--- config.mk ---
export PLATFORM = sky130hd
export DESIGN_NAME = alu_control_seq_flat
export DESIGN_NICKNAME = d
export VERILOG_FILES = /design/src/rtl/alu_control_seq_if.sv /design/src/rtl/alu_control_seq.sv /design/src/flat_wrapper.sv
export SDC_FILE = /design/constraint.sdc
export NUM_CORES = 1
export LEC_CHECK = 0
export BUFFER_PORTS_ARGS = -buffer_cell sky130_fd_sc_hd__buf_2
export CAP_MARGIN = 30
export CELL_PAD_IN_SITES_DETAIL_PLACEMENT = 1
export CELL_PAD_IN_SITES_GLOBAL_PLACEMENT = 2
export CORE_UTILIZATION = 31
export CTS_CLUSTER_DIAMETER = 120
export DETAILED_ROUTE_END_ITERATION = 8
export GPL_ROUTABILITY_DRIVEN = 1
export PLACE_DENSITY = 0.89
export SYNTH_ARGS = -nofsm -noshare
export SYNTH_HDL_FRONTEND = slang
export SYNTH_SLANG_ARGS = --single-unit
--- constraint.sdc ---
create_clock -name CLK -period 3.55 [get_ports CLK]
set_clock_uncertainty 0.05 [all_clocks]
set_input_delay 0.8875 -clock CLK [delete_from_list [all_inputs] [get_ports CLK]]
set_output_delay 0.8875 -clock CLK [all_outputs]
set_load 0.1 [all_outputs]
--- src/rtl/alu_control_seq_if.sv ---
// Bundle between the control path and the ALU / mult-div sequencer.
// The master drives the decoded instruction fields; the slave returns OP and sequencing strobes.
interface alu_control_seq_if #(
    parameter int OP_W = 4
) ();
    logic            VALID;
    logic [2:0]      ALUOP;
    logic [5:0]      FUNCTION;
    logic [OP_W-1:0] OP;
    logic            ILLEGAL;
    logic            STALL;
    logic            MD_START;
    logic            MD_DIV;
    logic            HILO_WE;
    logic            BUSY;

    modport master (
        output VALID, ALUOP, FUNCTION,
        input  OP, ILLEGAL, STALL, MD_START, MD_DIV, HILO_WE, BUSY
    );

    modport slave (
        input  VALID, ALUOP, FUNCTION,
        output OP, ILLEGAL, STALL, MD_START, MD_DIV, HILO_WE, BUSY
    );
endinterface

--- src/rtl/alu_control_seq.sv ---
// ALU opcode decoder with a sequencer for the multi-cycle mult/div unit:
// start pulse, pipeline stall while busy, and a one-cycle HI/LO write-enable on completion.
module alu_control_seq #(
    parameter int OP_W        = 4,
    parameter int MULT_CYCLES = 4,
    parameter int DIV_CYCLES  = 8,
    parameter int CNT_W       = $clog2((MULT_CYCLES > DIV_CYCLES) ? MULT_CYCLES : DIV_CYCLES) + 1
) (
    input logic              CLK,
    input logic              RST,
    alu_control_seq_if.slave bus
);
    localparam logic [1:0] S_IDLE = 2'd0;
    localparam logic [1:0] S_BUSY = 2'd1;
    localparam logic [1:0] S_DONE = 2'd2;

    localparam logic [3:0] C_ADD  = 4'd0;
    localparam logic [3:0] C_SUB  = 4'd1;
    localparam logic [3:0] C_AND  = 4'd2;
    localparam logic [3:0] C_OR   = 4'd3;
    localparam logic [3:0] C_SLT  = 4'd4;
    localparam logic [3:0] C_XOR  = 4'd5;
    localparam logic [3:0] C_SLL  = 4'd6;
    localparam logic [3:0] C_MULT = 4'd7;
    localparam logic [3:0] C_DIV  = 4'd8;

    localparam logic [5:0] F_MULT = 6'b011000;
    localparam logic [5:0] F_DIV  = 6'b011010;

    logic [1:0]      r_state;
    logic [CNT_W-1:0] r_cnt;
    logic [OP_W-1:0] r_op;
    logic            r_md_div;

    logic [3:0]      w_dec_code;
    logic            w_dec_legal;
    logic [OP_W-1:0] w_dec_op;
    logic            w_is_md;
    logic            w_is_div;
    logic            w_live;
    logic            w_accept;

    always_comb begin
        w_dec_code  = C_ADD;
        w_dec_legal = 1'b1;
        case (bus.ALUOP)
            3'b000: w_dec_code = C_ADD;
            3'b001: w_dec_code = C_SUB;
            3'b011: w_dec_code = C_AND;
            3'b100: w_dec_code = C_OR;
            3'b101: w_dec_code = C_SLT;
            3'b010: begin
                case (bus.FUNCTION)
                    6'b100000: w_dec_code = C_ADD;
                    6'b100010: w_dec_code = C_SUB;
                    6'b100100: w_dec_code = C_AND;
                    6'b100101: w_dec_code = C_OR;
                    6'b101010: w_dec_code = C_SLT;
                    6'b100110: w_dec_code = C_XOR;
                    6'b010000: w_dec_code = C_SLL;
                    F_MULT:    w_dec_code = C_MULT;
                    F_DIV:     w_dec_code = C_DIV;
                    default:   w_dec_legal = 1'b0;
                endcase
            end
            default: w_dec_legal = 1'b0;
        endcase
    end

    assign w_dec_op = OP_W'(w_dec_code);
    assign w_is_div = (bus.FUNCTION == F_DIV);
    assign w_is_md  = bus.VALID & (bus.ALUOP == 3'b010) &
                      ((bus.FUNCTION == F_MULT) | (bus.FUNCTION == F_DIV));

    // Decode is ignored while the unit is busy; DONE behaves like IDLE so ops can go back-to-back.
    assign w_live   = (r_state != S_BUSY);
    assign w_accept = w_live & w_is_md & ~RST;

    always_ff @(posedge CLK) begin
        if (RST) begin
            r_state  <= S_IDLE;
            r_cnt    <= '0;
            r_op     <= '0;
            r_md_div <= 1'b0;
        end else begin
            case (r_state)
                S_IDLE, S_DONE: begin
                    if (w_accept) begin
                        r_state  <= S_BUSY;
                        r_cnt    <= w_is_div ? CNT_W'(DIV_CYCLES - 1) : CNT_W'(MULT_CYCLES - 1);
                        r_op     <= w_dec_op;
                        r_md_div <= w_is_div;
                    end else begin
                        r_state  <= S_IDLE;
                    end
                end
                S_BUSY: begin
                    if (r_cnt == '0) begin
                        r_state <= S_DONE;
                    end else begin
                        r_cnt <= r_cnt - CNT_W'(1);
                    end
                end
                default: r_state <= S_IDLE;
            endcase
        end
    end

    assign bus.OP       = (r_state == S_BUSY) ? r_op : w_dec_op;
    assign bus.ILLEGAL  = w_live & bus.VALID & ~w_dec_legal;
    assign bus.STALL    = ~RST & (w_accept | (r_state == S_BUSY));
    assign bus.MD_START = w_accept;
    assign bus.MD_DIV   = w_accept ? w_is_div : r_md_div;
    assign bus.HILO_WE  = (r_state == S_DONE);
    assign bus.BUSY     = (r_state == S_BUSY);
endmodule

--- src/flat_wrapper.sv ---
// flat-port wrapper written by rule: the top's interface ports become plain ports
module alu_control_seq_flat 
#(
    parameter int OP_W        = 4,
    parameter int MULT_CYCLES = 4,
    parameter int DIV_CYCLES  = 8,
    parameter int CNT_W       = $clog2((MULT_CYCLES > DIV_CYCLES) ? MULT_CYCLES : DIV_CYCLES) + 1
)
  (CLK, RST, bus_VALID, bus_ALUOP, bus_FUNCTION, bus_OP, bus_ILLEGAL, bus_STALL, bus_MD_START, bus_MD_DIV, bus_HILO_WE, bus_BUSY);
  alu_control_seq_if #(.OP_W(OP_W)) bus_i ();
  input logic CLK;
  input logic RST;
  input wire logic [$bits(bus_i.VALID)-1:0] bus_VALID;
  input wire logic [$bits(bus_i.ALUOP)-1:0] bus_ALUOP;
  input wire logic [$bits(bus_i.FUNCTION)-1:0] bus_FUNCTION;
  output wire logic [$bits(bus_i.OP)-1:0] bus_OP;
  output wire logic [$bits(bus_i.ILLEGAL)-1:0] bus_ILLEGAL;
  output wire logic [$bits(bus_i.STALL)-1:0] bus_STALL;
  output wire logic [$bits(bus_i.MD_START)-1:0] bus_MD_START;
  output wire logic [$bits(bus_i.MD_DIV)-1:0] bus_MD_DIV;
  output wire logic [$bits(bus_i.HILO_WE)-1:0] bus_HILO_WE;
  output wire logic [$bits(bus_i.BUSY)-1:0] bus_BUSY;
  assign bus_i.VALID = bus_VALID;
  assign bus_i.ALUOP = bus_ALUOP;
  assign bus_i.FUNCTION = bus_FUNCTION;
  assign bus_OP = bus_i.OP;
  assign bus_ILLEGAL = bus_i.ILLEGAL;
  assign bus_STALL = bus_i.STALL;
  assign bus_MD_START = bus_i.MD_START;
  assign bus_MD_DIV = bus_i.MD_DIV;
  assign bus_HILO_WE = bus_i.HILO_WE;
  assign bus_BUSY = bus_i.BUSY;
  alu_control_seq #(.OP_W(OP_W), .MULT_CYCLES(MULT_CYCLES), .DIV_CYCLES(DIV_CYCLES), .CNT_W(CNT_W)) u_core (.CLK(CLK), .RST(RST), .bus(bus_i));
endmodule
======== After elaboration in Yosys (flattened, before gate mapping) ========
Cells that the tools add are included.
cells by class
  multiplexer cells ....................... 13
  reductions and logical operators ........ 9
  bitwise logic cells ..................... 11
  equality and inequality tests ........... 20
  add/sub/neg operators ................... 1
operator list
  operator                                               number
  equality test 6 bit, second input constant             6
  one-hot mux 4 bit (8 select lines)                     1
  one-hot mux 4 bit (5 select lines)                     1
  equality test 6 x 5 -> 1 bit, second input constant    3
  two-way mux 4 bit                                      3
  OR reduction 9 bit                                     1
  one-hot mux 4 bit (2 select lines)                     1
  bitwise AND 1 bit                                      7
  equality test 3 x 2 -> 1 bit, second input constant    2
  equality test 3 bit, second input constant             2
  inequality test 2 x 1 -> 1 bit, second input constant  3
  OR reduction 5 bit                                     1
  zero test 4 bit                                        1
  one-hot mux 2 bit (2 select lines)                     1
  subtractor 4 x 1 -> 4 bit, second input constant       1
  equality test 3 x 1 -> 1 bit, second input constant    1
  zero test 3 bit                                        1
  two-way mux 1 bit                                      3
  two-way mux 3 bit                                      1
  AND reduction 3 bit                                    1
  equality test 2 x 1 -> 1 bit, second input constant    1
  equality test 2 bit, second input constant             1
  zero test 2 bit                                        1
  two-way mux 2 bit                                      1
  7 further kinds                                        9
storage, ports and cells
  input bits .............................. 12
  flip-flop bits (word level) ............. 11
  output and inout port bits .............. 10

======== Logic depth before layout (Yosys ltp) ========
  depth after elaboration ................. 7
  depth in mapped cells ................... 6
  gate-level depth less buffers ........... 6

======== Worst setup path before layout ========
No wires, ideal clock.
  path type ............................... input port to output port
  start point ............................. in bus_FUNCTION[2]
  end point ............................... out bus_OP[3]
  slack ................................... -0.870 ns
  data required time ...................... 2.612 ns
  cell stages on the path ................. 4
  buffers on the path ..................... 1
  arrival ................................. 3.483 ns
  path through ............................ buf_6 -> and4bb_2 -> nand3_1 -> o21ai_0
on the way
  word-level cells in the longest chain between the ends .. 4
  elaborated cells on any way between the ends .. 11
  those cells by class .................... eq/ne (8); mux (3)
ends and longest elaborated chain
  what                                                                        line                    source
  start: declaration                                                          flat_wrapper.sv:15      input wire logic [$bits(bus_i.FUNCTION)-1:0] bus_FUNCTION;
  equality test 6 x 5 -> 1 bit / equality test 6 bit (equally long branches)  alu_control_seq.sv:53   case (bus.FUNCTION)
  one-hot mux 4 bit (8 select lines) *                                        alu_control_seq.sv:53
  one-hot mux 4 bit (5 select lines) *                                        alu_control_seq.sv:46   case (bus.ALUOP)
  two-way mux 4 bit *                                                         alu_control_seq.sv:109  assign bus.OP = (r_state == S_BUSY) ? r_op : w_dec_op;
  end: declaration                                                            flat_wrapper.sv:16      output wire logic [$bits(bus_i.OP)-1:0] bus_OP;
Every way passes the cells marked *; elsewhere a longest branch is shown, timed or not.

======== Worst setup path in the final report ========
  start point ............................. in bus_FUNCTION[0]
  end point ............................... out bus_MD_DIV
on the way
  word-level cells in the longest chain between the ends .. 6
  elaborated cells on any way between the ends .. 7
  those cells by class .................... eq/ne (2); mux (1); bitwise (4)
ends and longest elaborated chain
  what                                                    line                                          source
  equality test 6 x 5 -> 1 bit, on equally long branches  alu_control_seq.sv:73, alu_control_seq.sv:71
  OR 1 bit                                                alu_control_seq.sv:73                         ((bus.FUNCTION == F_MULT) | (bus.FUNCTION == F_DIV));
  bitwise AND 1 bit                                       alu_control_seq.sv:72                         assign w_is_md = bus.VALID & (bus.ALUOP == 3'b010) &
  bitwise AND 1 bit (2 in a row)                          alu_control_seq.sv:77                         assign w_accept = w_live & w_is_md & ~RST;
  two-way mux 1 bit *                                     alu_control_seq.sv:113                        assign bus.MD_DIV = w_accept ? w_is_div : r_md_div;
  end: declaration                                        flat_wrapper.sv:20                            output wire logic [$bits(bus_i.MD_DIV)-1:0] bus_MD_DIV;
Marked as above.

==> summary.md <==
| Metric | Value |
|---|---|
| Vias | `785` |
| # DRC | `0` |
| Hold path cells | `1` |
| Max Used Layer | `met4` |
| Core area | `2480 um2` |
| Post-synthesis simple-gate area fraction | `37.2%` |
| Ranking of synthesized cells by area | `dfxtp_1 27%, a21oi_1 6.2%, nor2_1 4.6%` |
| Worst EP required | `2.61 ns` |
| Max transition margin | `64.5%` |
| Port bufs | `21` |
| Antenna violations before repair | `0` |
| Top-area cell type share of the netlist area | `27.2%` |
| Antenna-violating nets left | `0` |
| Congestion Overflow GR | `0` |
| Slowest CP cell | `nor4b_4` |
| Proportion of synthesized area in mux cells | `3.86%` |
| Crit end category | `output pin` |
| GRT Resource Usage Total | `16.3%` |
| CP Class | `input pin to output pin` |
| Syn_area_per_cell | `8.45 um2` |
| Final Hold Viols | `0` |
| Iter 0 DRT Violations | `2` |
| Top cell by count, worst path | `buf_2` |
| Ys Warns | `0` |
| Final min period | `3.36 ns` |
| Worst R2R End | `u_core.r_cnt[2]$_SDFFE_PP0P_` |
| Clk sink count | `11` |
| M1 wire length | `1.09 mm` |
| Worst-margin pin slew | `0.532 ns` |
| XOR/XNOR Fraction of Synth Area | `2.16%` |
| Clock power frac | `31.3%` |
| Largest net degree at the start of global routing | `12` |
| Gp weighted congestion | `0.682` |
| Root Buffer | `clkbuf_4` |
| Compound-Gate Fraction of Synth Area | `21.3%` |
| DIE AREA | `2820 um2` |
| Deepest clock path buffer count | `2` |
| EDFF count, synth | `0` |
| WL/cell | `14.2 um` |
| Layout cells sized above 1 | `32.8%` |
| Clock transition at path regs | `0.07 ns` |
| Initial Util | `32.7%` |
| Power, Total | `284 uW` |
| Pint | `192 uW` |
| Postcts setup bufs | `0` |
| Netlist cell types | `38` |
| # setup viols final | `0` |
| Largest family of logic cells by synthesized area | `simple AND/OR/NAND/NOR gates` |
| Total CTS buffers | `3` |
| DR WL met2 | `894 um` |
| Global-route wire length before repair | `3.27 mm` |
| RSZ-0062 raised after global routing | `false` |
| Max Slew Vio Count | `0` |
| Die Ht | `53.1 um` |
| Mapped Area | `811 um2` |
| Die width | `53.1 um` |
| Nets | `130` |
| Sequential power share | `43.5%` |
| Mapped Cells | `96` |
| Num rows | `18` |
| Antenna cells | `0` |
| Syn_nets | `109` |
| Commonest cells in the netlist | `11 x dfxtp_1, 10 x a21oi_1, 10 x nor2_1` |
| Crit path max fanout | `6` |
| Adder-cell share of the synthesized area | `1.54%` |
| Initial DRT Pass Iterations | `4` |
| Area growth syn-to-layout | `25.0%` |
| Worst hold path type | `flip-flop to flip-flop` |
| Clock tree from TritonCTS | `done` |
| Leakage | `0.380 nW` |
| Final WS setup | `0.194 ns` |
| RR Startpoint | `u_core.r_state[0]$_SDFFE_PP0P_` |
| Fin crit share | `94.5%` |
| P per Cell Area | `280 nW/um2` |
| Yosys reg bits | `11` |
| H-tree lvl count | `1` |
| Most common cell in the netlist | `dfxtp_1` |
| DR vias/cell | `5.38` |
| Startpoint Class | `input pin` |
| Async SR Flop Fraction | `0%` |
| Post-cts sizing count | `0` |
| Synth area leader | `dfxtp_1` |
| Maximum clock rate | `298 MHz` |
| Ys flop type | `dfxtp_1` |
| Run status | `finished clean` |
| Combinational power share | `25.2%` |
| Sequential share of the synthesized area | `27.2%` |
| Setup slack, reg-to-reg | `1.66 ns` |
| Arr. time, crit path | `2.42 ns` |
| Net Sw Frac | `32.5%` |
| MaxCap Viol Count | `0` |
| Maximum vdd drop | `170 uV` |
| Io pins | `22` |
| Critical path, cell by cell | `buf_2 -> nor4b_4 -> nand3_2 -> nor3_4 -> mux2_4 -> buf_2` |
| Reg2Reg Depth | `5` |
| Setup WS pre-CTS | `0.187 ns` |
| Wire length on met3 | `70 um` |
| Psw | `92.5 uW` |
| Clk Latency, worst-skew pair | `0.28 ns` |
| Hold EP | `u_core.r_op[2]$_SDFFE_PP0P_` |
| Min-delay src | `u_core.r_op[2]$_SDFFE_PP0P_` |
| Critical path's largest stage delay | `0.36 ns` |
| CTS hold repair buffers | `0` |
| Hpwl dp | `1.66 mm` |
| Routed WL | `2.08 mm` |
| Vias in the first global route | `724` |
cell usage in the layout (no fill, tap or decap), drive strengths merged, types with 3 or more instances in the layout:
cell type,instances
buf,21
dfxtp,11
nor2,10
a21oi,10
nor3,8
o21ai,5
o21a,4
inv,4
nand3,4
clkbuf,4
nand2b,3
nor2b,3
nand4bb,3
stage by stage:
stage                     instances  hold slack (ns)  instance area (um2)  setup TNS [ns]  util, %
final                           146            0.423                 1010               0     40.9
after detailed placement        142            0.409                  987               0     39.8
after floorplan                  96            0.385                  852          -0.301        -
after global routing            146            0.453                 1010               0     40.9
after global placement          142            0.400                  987               0     39.8
after CTS                       146            0.426                 1010               0     40.9
layout make-up:
| cell class | count | area (um2) |
|---|---|---|
| inverter | 4 | 17.5 |
| clock buffer | 4 | 26.3 |
| fill | 307 | 1460 |
| timing repair buffer | 21 | 135 |
| tap | 30 | 37.5 |
| sequential | 11 | 220 |
| multi-input combinational | 76 | 577 |
critical path, delay by kind of cell:
kind | cells | cell delay (ns)
and+or+nand+nor | 3 | 0.78
buffers and inverters | 2 | 0.43
muxes | 1 | 0.31
power groups by stage:
stage | Sequential, mW | Clock (mW) | Combinational [mW]
after global placement | 0.126 | 0 | 0.0703
after global routing | 0.124 | 0.0950 | 0.0758
after CTS | 0.124 | 0.0917 | 0.0720
after detailed placement | 0.126 | 0 | 0.0718
final | 0.124 | 0.0890 | 0.0717
after floorplan | 0.126 | 0 | 0.0469
per-layer routing:
layer | up-vias | global-route usage [%]
met5 | - | 0
met4 | 0 | 3.95
met3 | 3 | 5.17
met2 | 12 | 25.1
met1 | 374 | 21.7
li1 | 396 | -
registers in the layout, indices dropped and copies added, names as in the netlist:
register,flops
u_core.r_cnt,4
u_core.r_op,4
u_core.r_state,2
u_core.r_md_div,1
cell families (layout without fill, tap and decap cells):
logic type | count (synthesis) | count (layout)
AOI/OAI and AO/OA | 27 | 27
and+or+nand+nor | 43 | 43
muxes | 3 | 3
xor gates and xnor gates | 2 | 2
DFF | 11 | 11
adders and majority gates | 1 | 1
buffers and inverters | 9 | 29
worst max-delay path by stage:
stage / from / end / depth (start not counted)
floorplan: bus_FUNCTION[2] / bus_MD_DIV / 5
global placement: bus_FUNCTION[0] / bus_MD_DIV / 6
detailed placement: bus_FUNCTION[0] / bus_MD_DIV / 6
CTS: bus_FUNCTION[0] / bus_MD_DIV / 6
global route: bus_FUNCTION[0] / bus_MD_DIV / 6
finish: bus_FUNCTION[0] / bus_MD_DIV / 6
(Power assumes the default switching activity.)
